## config.mk

```make
export PLATFORM = sky130hd
export DESIGN_NAME = decod_pipe
export DESIGN_NICKNAME = d
export VERILOG_FILES = /design/src/rtl/decod_pipe.sv
export SDC_FILE = /design/constraint.sdc
export NUM_CORES = 1
export LEC_CHECK = 0
export ABC_AREA = 1
export ABC_CLOCK_PERIOD_IN_PS = 7200
export BUFFER_PORTS_ARGS = -buffer_cell sky130_fd_sc_hd__buf_2
export CORE_ASPECT_RATIO = 0.9
export CORE_MARGIN = 1
export CORE_UTILIZATION = 51
export DETAILED_ROUTE_END_ITERATION = 7
export HOLD_SLACK_MARGIN = 0.02
export PLACE_DENSITY = 0.8
export SLEW_MARGIN = 15
export SYNTH_ARGS = -nofsm -noshare
export SYNTH_HDL_FRONTEND = slang
export SYNTH_SLANG_ARGS = --single-unit
```

## constraint.sdc

```tcl
create_clock -name clk -period 7.2 [get_ports clk]
set_input_delay 0.72 -clock clk [delete_from_list [all_inputs] [get_ports clk]]
set_output_delay 0.72 -clock clk [all_outputs]
set_load 0.05 [all_outputs]
```

## src/rtl/decod_pipe.sv

```systemverilog
// decod_pipe: RV32-style instruction decoder feeding a small FIFO of decoded
// entries, with a register scoreboard that holds the head entry until its
// source registers have been written back.
// Optional feature: define DECOD_PIPE_IMM_EN to decode and store immediates;
// without it imm is constant 0 and no immediate storage exists.
module decod_pipe #(
  parameter int unsigned W     = 32,
  parameter int unsigned DEPTH = 2
) (
  input  logic         clk,
  input  logic         rst,
  input  logic         in_valid,
  output logic         in_ready,
  input  logic [31:0]  inst,
  input  logic         flush,
  output logic         out_valid,
  input  logic         out_ready,
  output logic [4:0]   rs1,
  output logic [4:0]   rs2,
  output logic [4:0]   rd,
  output logic [6:0]   opcode,
  output logic [2:0]   func3,
  output logic [6:0]   func7,
  output logic         f_en,
  output logic         rd_we,
  output logic [W-1:0] imm,
  output logic         illegal,
  input  logic         wb_valid,
  input  logic [4:0]   wb_rd
);

  localparam int unsigned AW = (DEPTH > 1) ? $clog2(DEPTH) : 1;
  localparam int unsigned PW = AW + 1;

  localparam logic [6:0] OP_LUI    = 7'b0110111;
  localparam logic [6:0] OP_AUIPC  = 7'b0010111;
  localparam logic [6:0] OP_JAL    = 7'b1101111;
  localparam logic [6:0] OP_JALR   = 7'b1100111;
  localparam logic [6:0] OP_LOAD   = 7'b0000011;
  localparam logic [6:0] OP_STORE  = 7'b0100011;
  localparam logic [6:0] OP_BRANCH = 7'b1100011;
  localparam logic [6:0] OP_OPIMM  = 7'b0010011;
  localparam logic [6:0] OP_OP     = 7'b0110011;
  localparam logic [6:0] OP_SYSTEM = 7'b1110011;

  // Stored per-entry flags: {illegal, rd_we, uses_rs1, uses_rs2}
  localparam int unsigned FL_ILL = 3;
  localparam int unsigned FL_WE  = 2;
  localparam int unsigned FL_U1  = 1;
  localparam int unsigned FL_U2  = 0;

  logic [PW-1:0] wr_ptr_q, wr_ptr_d;
  logic [PW-1:0] rd_ptr_q, rd_ptr_d;
  logic [31:0]   pending_q, pending_d;

  logic [31:0]   inst_mem_q [DEPTH];
  logic [3:0]    flag_mem_q [DEPTH];

  logic          empty, full, push, pop, hazard;
  logic [AW-1:0] head_idx;
  logic [31:0]   hd_inst;
  logic [3:0]    hd_flags;
  logic [3:0]    dec_flags;

  assign head_idx = rd_ptr_q[AW-1:0];
  assign hd_inst  = inst_mem_q[head_idx];
  assign hd_flags = flag_mem_q[head_idx];

  assign empty = (wr_ptr_q == rd_ptr_q);
  assign full  = (wr_ptr_q[AW] != rd_ptr_q[AW]) &&
                 (wr_ptr_q[AW-1:0] == rd_ptr_q[AW-1:0]);

  assign push = in_valid && !full && !flush;
  assign pop  = out_valid && out_ready;

  // Decode class flags of the incoming word at accept time
  always_comb begin
    dec_flags = 4'b0000;
    case (inst[6:0])
      OP_LUI, OP_AUIPC, OP_JAL: dec_flags[FL_WE] = 1'b1;
      OP_JALR, OP_LOAD, OP_OPIMM: begin
        dec_flags[FL_WE] = 1'b1;
        dec_flags[FL_U1] = 1'b1;
      end
      OP_STORE, OP_BRANCH: begin
        dec_flags[FL_U1] = 1'b1;
        dec_flags[FL_U2] = 1'b1;
      end
      OP_OP: begin
        dec_flags[FL_WE] = 1'b1;
        dec_flags[FL_U1] = 1'b1;
        dec_flags[FL_U2] = 1'b1;
      end
      OP_SYSTEM: dec_flags = 4'b0000;
      default:   dec_flags[FL_ILL] = 1'b1;
    endcase
    // Writes to x0 are discarded, so they never mark the scoreboard
    if (inst[11:7] == 5'd0) dec_flags[FL_WE] = 1'b0;
  end

`ifdef DECOD_PIPE_IMM_EN
  logic [31:0]  imm32;
  logic [W-1:0] imm_mem_q [DEPTH];

  // Immediate format selection by opcode, 32-bit before widening
  always_comb begin
    imm32 = 32'd0;
    case (inst[6:0])
      OP_JALR, OP_LOAD, OP_OPIMM, OP_SYSTEM:
        imm32 = {{20{inst[31]}}, inst[31:20]};
      OP_STORE:
        imm32 = {{20{inst[31]}}, inst[31:25], inst[11:7]};
      OP_BRANCH:
        imm32 = {{19{inst[31]}}, inst[31], inst[7], inst[30:25], inst[11:8], 1'b0};
      OP_LUI, OP_AUIPC:
        imm32 = {inst[31:12], 12'd0};
      OP_JAL:
        imm32 = {{11{inst[31]}}, inst[31], inst[19:12], inst[20], inst[30:21], 1'b0};
      default:
        imm32 = 32'd0;
    endcase
  end

  // Immediate storage, written on accept
  always_ff @(posedge clk) begin
    if (push) imm_mem_q[wr_ptr_q[AW-1:0]] <= W'($signed(imm32));
  end
`endif

  // Entry storage, written on accept; contents are masked while empty
  always_ff @(posedge clk) begin
    if (push) begin
      inst_mem_q[wr_ptr_q[AW-1:0]] <= inst;
      flag_mem_q[wr_ptr_q[AW-1:0]] <= dec_flags;
    end
  end

  // Pointer next-state: flush overrides any same-cycle push
  always_comb begin
    wr_ptr_d = wr_ptr_q;
    rd_ptr_d = rd_ptr_q;
    if (flush) begin
      wr_ptr_d = '0;
      rd_ptr_d = '0;
    end else begin
      if (push) wr_ptr_d = wr_ptr_q + PW'(1);
      if (pop)  rd_ptr_d = rd_ptr_q + PW'(1);
    end
  end

  // Scoreboard next-state: a set from a pop wins over a same-register clear
  always_comb begin
    pending_d = pending_q;
    if (wb_valid) pending_d[wb_rd] = 1'b0;
    if (pop && hd_flags[FL_WE]) pending_d[hd_inst[11:7]] = 1'b1;
  end

  // State registers
  always_ff @(posedge clk or posedge rst) begin
    if (rst) begin
      wr_ptr_q  <= '0;
      rd_ptr_q  <= '0;
      pending_q <= '0;
    end else begin
      wr_ptr_q  <= wr_ptr_d;
      rd_ptr_q  <= rd_ptr_d;
      pending_q <= pending_d;
    end
  end

  // Head hazard check against registered pending bits; x0 never stalls
  always_comb begin
    hazard = 1'b0;
    if (hd_flags[FL_U1] && (hd_inst[19:15] != 5'd0) && pending_q[hd_inst[19:15]])
      hazard = 1'b1;
    if (hd_flags[FL_U2] && (hd_inst[24:20] != 5'd0) && pending_q[hd_inst[24:20]])
      hazard = 1'b1;
  end

  // Output fields from the head entry, zero while the FIFO is empty
  always_comb begin
    in_ready  = !full;
    out_valid = !empty && !hazard;
    rs1       = empty ? 5'd0 : hd_inst[19:15];
    rs2       = empty ? 5'd0 : hd_inst[24:20];
    rd        = empty ? 5'd0 : hd_inst[11:7];
    opcode    = empty ? 7'd0 : hd_inst[6:0];
    func3     = empty ? 3'd0 : hd_inst[14:12];
    func7     = empty ? 7'd0 : hd_inst[31:25];
    f_en      = empty ? 1'b0 : hd_inst[28];
    rd_we     = empty ? 1'b0 : hd_flags[FL_WE];
    illegal   = empty ? 1'b0 : hd_flags[FL_ILL];
`ifdef DECOD_PIPE_IMM_EN
    imm       = empty ? '0 : imm_mem_q[head_idx];
`else
    imm       = '0;
`endif
  end

endmodule

```

### Word level (Yosys, flattened, before mapping)

Memories as Yosys holds them, arrays and structs flattened.
Cells that the tools add are included.

| operators by class | value |
|---|---|
| mux-type cells | 32 |
| order comparisons | 6 |
| add/subtract/negate cells | 2 |
| reductions and logical operators | 25 |
| equality and inequality tests | 13 |
| bitwise operators | 3 |

Operators by type and width:

| cell | number |
|---|---|
| $mux W32 | 2 |
| $and A32 B32 Y32 | 1 |
| $not A32 Y32 | 1 |
| $or A32 B32 Y32 | 1 |
| $eq A7 B7 Y1 const B | 4 |
| $lt A5 B6 Y1 const B | 4 |
| $eq A7 B6 Y1 const B | 3 |
| $mux W1 | 16 |
| $mux W5 | 3 |
| $eq A7 B5 Y1 const B | 2 |
| $mux W7 | 2 |
| $logic_and A1 B1 Y1 | 12 |
| $bmux W1 S5 | 2 |
| $demux W1 S5 | 2 |
| $ge A5 B1 Y1 const B | 2 |
| $reduce_bool A5 Y1 | 2 |
| $reduce_or A10 Y1 | 1 |
| $mux W2 | 4 |
| $eq A7 B2 Y1 const B | 1 |
| $reduce_or A7 Y1 | 1 |
| $reduce_or A6 Y1 | 1 |
| $logic_not A5 Y1 | 1 |
| $add A2 B1 Y2 const B | 2 |
| $logic_not A1 Y1 | 4 |
| other kinds (6) | 7 |

| storage, ports and cells | value |
|---|---|
| flip-flop bits (word level) | 36 |
| input port bits | 43 |
| memory bits (writable) | 72 |
| output and inout bits | 69 |
| word-level logic and storage cells | 86 |
| memories | 2 |

Memory list:

| name | depth | bits a word | rd ports | clocked after memory_dff | write ports | line | source |
|---|---|---|---|---|---|---|---|
| inst_mem_q | 2 | 32 | 1 | 0 | 1 | 56 | `logic [31:0] inst_mem_q [DEPTH];` |
| flag_mem_q | 2 | 4 | 1 | 0 | 1 | 57 | `logic [3:0] flag_mem_q [DEPTH];` |

### Longest topological paths before layout

An unclocked memory read counts as a cell.

| logic depth | value |
|---|---|
| word-level depth | 11 |
| mapped depth | 19 |
| depth with buffers taken out | 16 |

### Worst setup path after synthesis

OpenSTA, ideal clock, no wires.

| path | value |
|---|---|
| path type | reg-to-reg |
| start point | register rd_ptr_q[0] |
| end point | register wr_ptr_q[1] |
| library setup time | 0.078 ns |
| data arrival time | 4.476 ns |
| data required time | 7.122 ns |
| path slack | 2.646 ns |
| path buffers | 3 |
| stages on the path, launching flop included | 11 |
| period minus slack after synthesis | 4.554 ns |
| cell sequence | dfrtp_1 -> buf_6 -> buf_8 -> buf_2 -> xnor2_1 -> nand2_1 -> nand2_1 -> nor3_1 -> inv_1 -> nand3_1 -> o21a_1 |

| between the ends | value |
|---|---|
| longest elaborated chain between the ends | 6 |

RTL lines:

| what | line | source |
|---|---|---|
| from (decl) | 53 | `logic [PW-1:0] rd_ptr_q, rd_ptr_d;` |
| from (signal assigned) | 166 | `rd_ptr_q <= rd_ptr_d;` |
| $eq A1 B1 Y1 | 71 | `(wr_ptr_q[AW-1:0] == rd_ptr_q[AW-1:0]);` |
| $logic_and A1 B1 Y1 | 70 | `assign full = (wr_ptr_q[AW] != rd_ptr_q[AW]) &&` |
| $logic_not A1 Y1 | n/a |  |
| named net in_ready | 13 | `output logic in_ready,` |
| $logic_and A1 B1 Y1 (2 in a row) | 73 | `assign push = in_valid && !full && !flush;` |
| $reduce_bool A2 Y1 (no line) | n/a |  |
| to (signal assigned) | 165 | `wr_ptr_q <= wr_ptr_d;` |
| to (decl) | 52 | `logic [PW-1:0] wr_ptr_q, wr_ptr_d;` |

The timed path passes the listed nets, and every way through them passes these cells.
A chain may end at the register's enable or synchronous reset.

### Worst setup path after layout

| path | value |
|---|---|
| start point | register rd_ptr_q[0] |
| end point | output port func3[2] |

| between the ends | value |
|---|---|
| longest elaborated chain between the ends | 2 |
| elaborated cells between the ends (all ways) | 3 |
| those cells by class | eq/ne: 1; mux: 1; memory: 1 |

RTL lines:

| what | line | source |
|---|---|---|
| $mem_v2 Z2 W32 / $eq A2 B2 Y1 (equally long branches) | n/a |  |
| $mux W3 * | 188 | `func3 = empty ? 3'd0 : hd_inst[14:12];` |
| to (decl) | 22 | `output logic [2:0] func3,` |

Every way passes the cells marked *; elsewhere a longest branch is shown, timed or not.

==> results.rst <==
.. list-table::
   :header-rows: 1

   * - Metric
     - Value
   * - Post-synthesis sequential area ratio
     - a little over half
   * - Pin slew with the least headroom to its limit
     - 0.942 ns
   * - Synth warnings
     - 0
   * - GR Overflow Total
     - 0
   * - Clock share of power
     - around 17%
   * - Die Span X
     - 115 um
   * - Detailed Route WL
     - 13700 um
   * - Die H
     - 104 um
   * - Inserted Clock Buffers
     - 9
   * - Root buffer selected by CTS
     - clkbuf_16
   * - Switching Power
     - ~1.7 mW
   * - DP Wirelength
     - just under 10000 um
   * - Run status
     - finished, final reports clean
   * - Per-cell routed wire length
     - ~15 um
   * - IR Drop Worst-Case VDD
     - approximately 0.00048 V
   * - Initial standard-cell utilization of the core
     - a little over half
   * - Largest clock skew in the final design
     - 0.00899 ns
   * - Share of total power in combinational logic
     - a little over half
   * - Via count of the first global-routing pass
     - roughly 4400
   * - Predominant post-synthesis flop cell
     - edfxtp_1
   * - Type of element capturing the critical path
     - primary output
   * - Register bit total from synthesis
     - approximately 110
   * - Cells resized by post-CTS repair
     - 0
   * - Number of max-slew violations in the final report
     - 0
   * - Area overhead of the layout relative to synthesis
     - 11.0%
   * - Avg Synthesized Cell Area
     - 8.89 sq um
   * - Core outline area
     - ~11000 sq um
   * - Syn Inst Count
     - roughly 660
   * - Length of the first detailed-routing pass in iterations
     - 5
   * - Last weighted congestion value of the routability-driven placer
     - around 0.84
   * - CP startpoint
     - rd_ptr_q[0]
   * - Highest achievable clock rate
     - ~0.25 GHz
   * - Residual DRC count
     - 0
   * - Final-layout setup total negative slack
     - 0 ns
   * - Leading cell types by count after synthesis
     - 169 x nand2_1, 82 x nand3_1, 72 x edfxtp_1
   * - Data required time at the worst endpoint
     - around 6.5 ns
   * - Deepest clock path buffer count
     - 2
   * - CTS clk-pin slew, worst paths
     - roughly 0.070 ns
   * - Number of buffers inserted by port buffering
     - roughly 80
   * - Clock tree from TritonCTS
     - yes
   * - Switch share
     - a little over half
   * - Pin count of the biggest net entering global routing
     - 37
   * - Antenna diode count
     - 0
   * - Final hold viol count
     - 0
   * - Critical Path AT
     - between 3 and 4 ns
   * - Normalized max-slew margin
     - between 30% and 40%
   * - Path class of the lowest-slack min-delay path
     - primary input to async pin
   * - Area of all placed cells without fillers
     - approximately 6500 sq um
   * - Area of the die
     - roughly 12000 sq um
   * - Sinks on Clock Net
     - about 110
   * - Fraction of layout instances using a drive strength above 1
     - a little under a fifth
   * - Sort of element at the start of the critical path
     - flip-flop
   * - Final Core Density
     - approximately three fifths
   * - Cell taking the most area after synthesis
     - edfxtp_1
   * - Total GRT Usage
     - 23.8%
   * - Fraction of registers with async set or reset after synthesis
     - about a third
   * - Antenna violations before repair
     - 0
   * - NumNets Final
     - just under 800
   * - Count of routing violations after the opening detailed-route iteration
     - 399
   * - Critical register-to-register path startpoint
     - rd_ptr_q[0]
   * - Start-to-end type of the worst setup path
     - flip-flop to primary output
   * - IO Pins
     - 112
   * - Most area-consuming cells after synthesis
     - edfxtp_1 37%, dfrtp_1 15%, nand2_1 11%, nand3_1 7.0%, buf_4 4.2%
   * - Period minus WS final
     - between 4 and 5 ns
   * - Vias after detailed routing
     - just under 5000
   * - Max Cap Violations
     - 0
   * - Cell area after placement
     - approximately 6200 sq um
   * - Setup Buffers After CTS
     - 0
   * - Power density over the cells
     - 485 nW/um^2
   * - Portion of synthesized cell area occupied by the leading cell type
     - a little under two fifths
   * - Number of hold buffers added after CTS
     - 0
   * - Area of the mapped netlist
     - 5870 sq um
   * - Most frequently used cell type in the post-synthesis netlist
     - nand2_1
   * - Setup violators final
     - 0
   * - Via count normalized by instance count
     - roughly 5.5
   * - Row Count
     - 36
   * - EDFF count, synth
     - 72
   * - Final antenna-violating net count
     - 0
   * - Unrepaired setup endpoints after global routing
     - false
   * - Clk Latency, worst-skew pair
     - around 0.36 ns
   * - First-pass GRT wire length
     - around 22000 um
   * - Largest fanout on the critical path
     - 34
   * - Level count of the clock H-tree
     - 3
   * - Leakage power total
     - slightly below 3 nW
   * - Design internal power
     - between 1 and 1.5 mW
   * - Final period util
     - a little under three fifths
   * - Netlist cell types
     - 38
   * - Proportion of power drawn by flip-flops and latches
     - between 20 and 30%
==> layout by cell type, fill, tap and decap left out, drive strengths merged, types with 21 or more instances in the layout <==
master / synthesis / routed
o21ai: 47 / 47
dfrtp: 36 / 36
conb: 1 / 32
inv: 37 / 39
nand4: 36 / 36
edfxtp: 72 / 72
a21oi: 21 / 21
buf: 51 / 85
nor2: 56 / 56
nand3: 83 / 83
nand2: 185 / 185
==> critical path: stages, from the launching register on <==
cell	delay (ns)
dfrtp_2	0.70
buf_4	0.41
xnor2_1	0.15
nand2_1	0.15
clkinv_1	0.74
a21oi_1	0.43
buf_2	0.32
==> power groups by stage <==
stage	Clock [mW]	Sequential (mW)	Combinational [mW]
floorplan	0	0.867	1.47
global placement	0	0.920	1.67
detailed placement	0	0.926	1.70
CTS	0.535	0.913	1.71
global route	0.557	0.932	1.85
finish	0.532	0.918	1.71
==> cells by family (layout without fill, tap and decap cells) <==
group	after synthesis	after routing	synth area share, %
flip-flops	108	108	52.2
buffers and inverters	97	139	10.0
XOR/XNOR	3	3	0.447
other	1	32	0.0639
multiplexers	3	3	0.511
AO/OA/AOI/OAI	74	74	7.26
AND/OR/NAND/NOR	375	375	29.5
==> flip-flops by register name, summed over array words and instances, names as in the netlist <==
signal / count
flag_mem_q: 8
inst_mem_q: 64
pending_q: 32
rd_ptr_q: 2
wr_ptr_q: 2
==> metal layers <==
layer  vias up  routed length (um)  track usage [%]
met5         -                   0                0
met4         0                 168             6.22
met3        14                1110             5.27
met2       246                6500             37.5
met1      2276                5950             33.3
li1       2324                   -                -
==> final timing paths <==
| kind | end | slack, ns | cells after the start |
|---|---|---|---|
| min in group clk | pending_q[29] | 0.55 | 2 |
| worst min register to register | pending_q[29] | 0.55 | 2 |
| worst max register to register | pending_q[13] | 4.31 | 16 |
| worst max-delay path | func3[2] | 3.19 | 6 |
| max in group asynchronous | rd_ptr_q[0] | 6.41 | 3 |
| worst min-delay path | pending_q[27] | 0.45 | 3 |
==> through the flow <==
| step | hold slack, ns | setup slack [ns] | power (mW) | std cells |
|---|---|---|---|---|
| after CTS | 0.464 | 3.15 | 3.16 | 886 |
| after detailed placement | 0.535 | 3.55 | 2.63 | 870 |
| after global routing | 0.495 | 2.93 | 3.34 | 886 |
| after global placement | 0.523 | 3.72 | 2.59 | 870 |
| final | 0.453 | 3.19 | 3.16 | 886 |
| after floorplan | 0.495 | 2.65 | 2.34 | 692 |
==> cell type report <==
class,instances,area [sq um]
fillers,939,4520
inverters,38,158
clock inverters,5,83.8
well taps,152,190
multi-input cells,487,2350
flip-flops and latches,108,3060
repair buffers,85,440
clock buffers,11,233
Note: power is estimated with default switching activity, not from simulation.
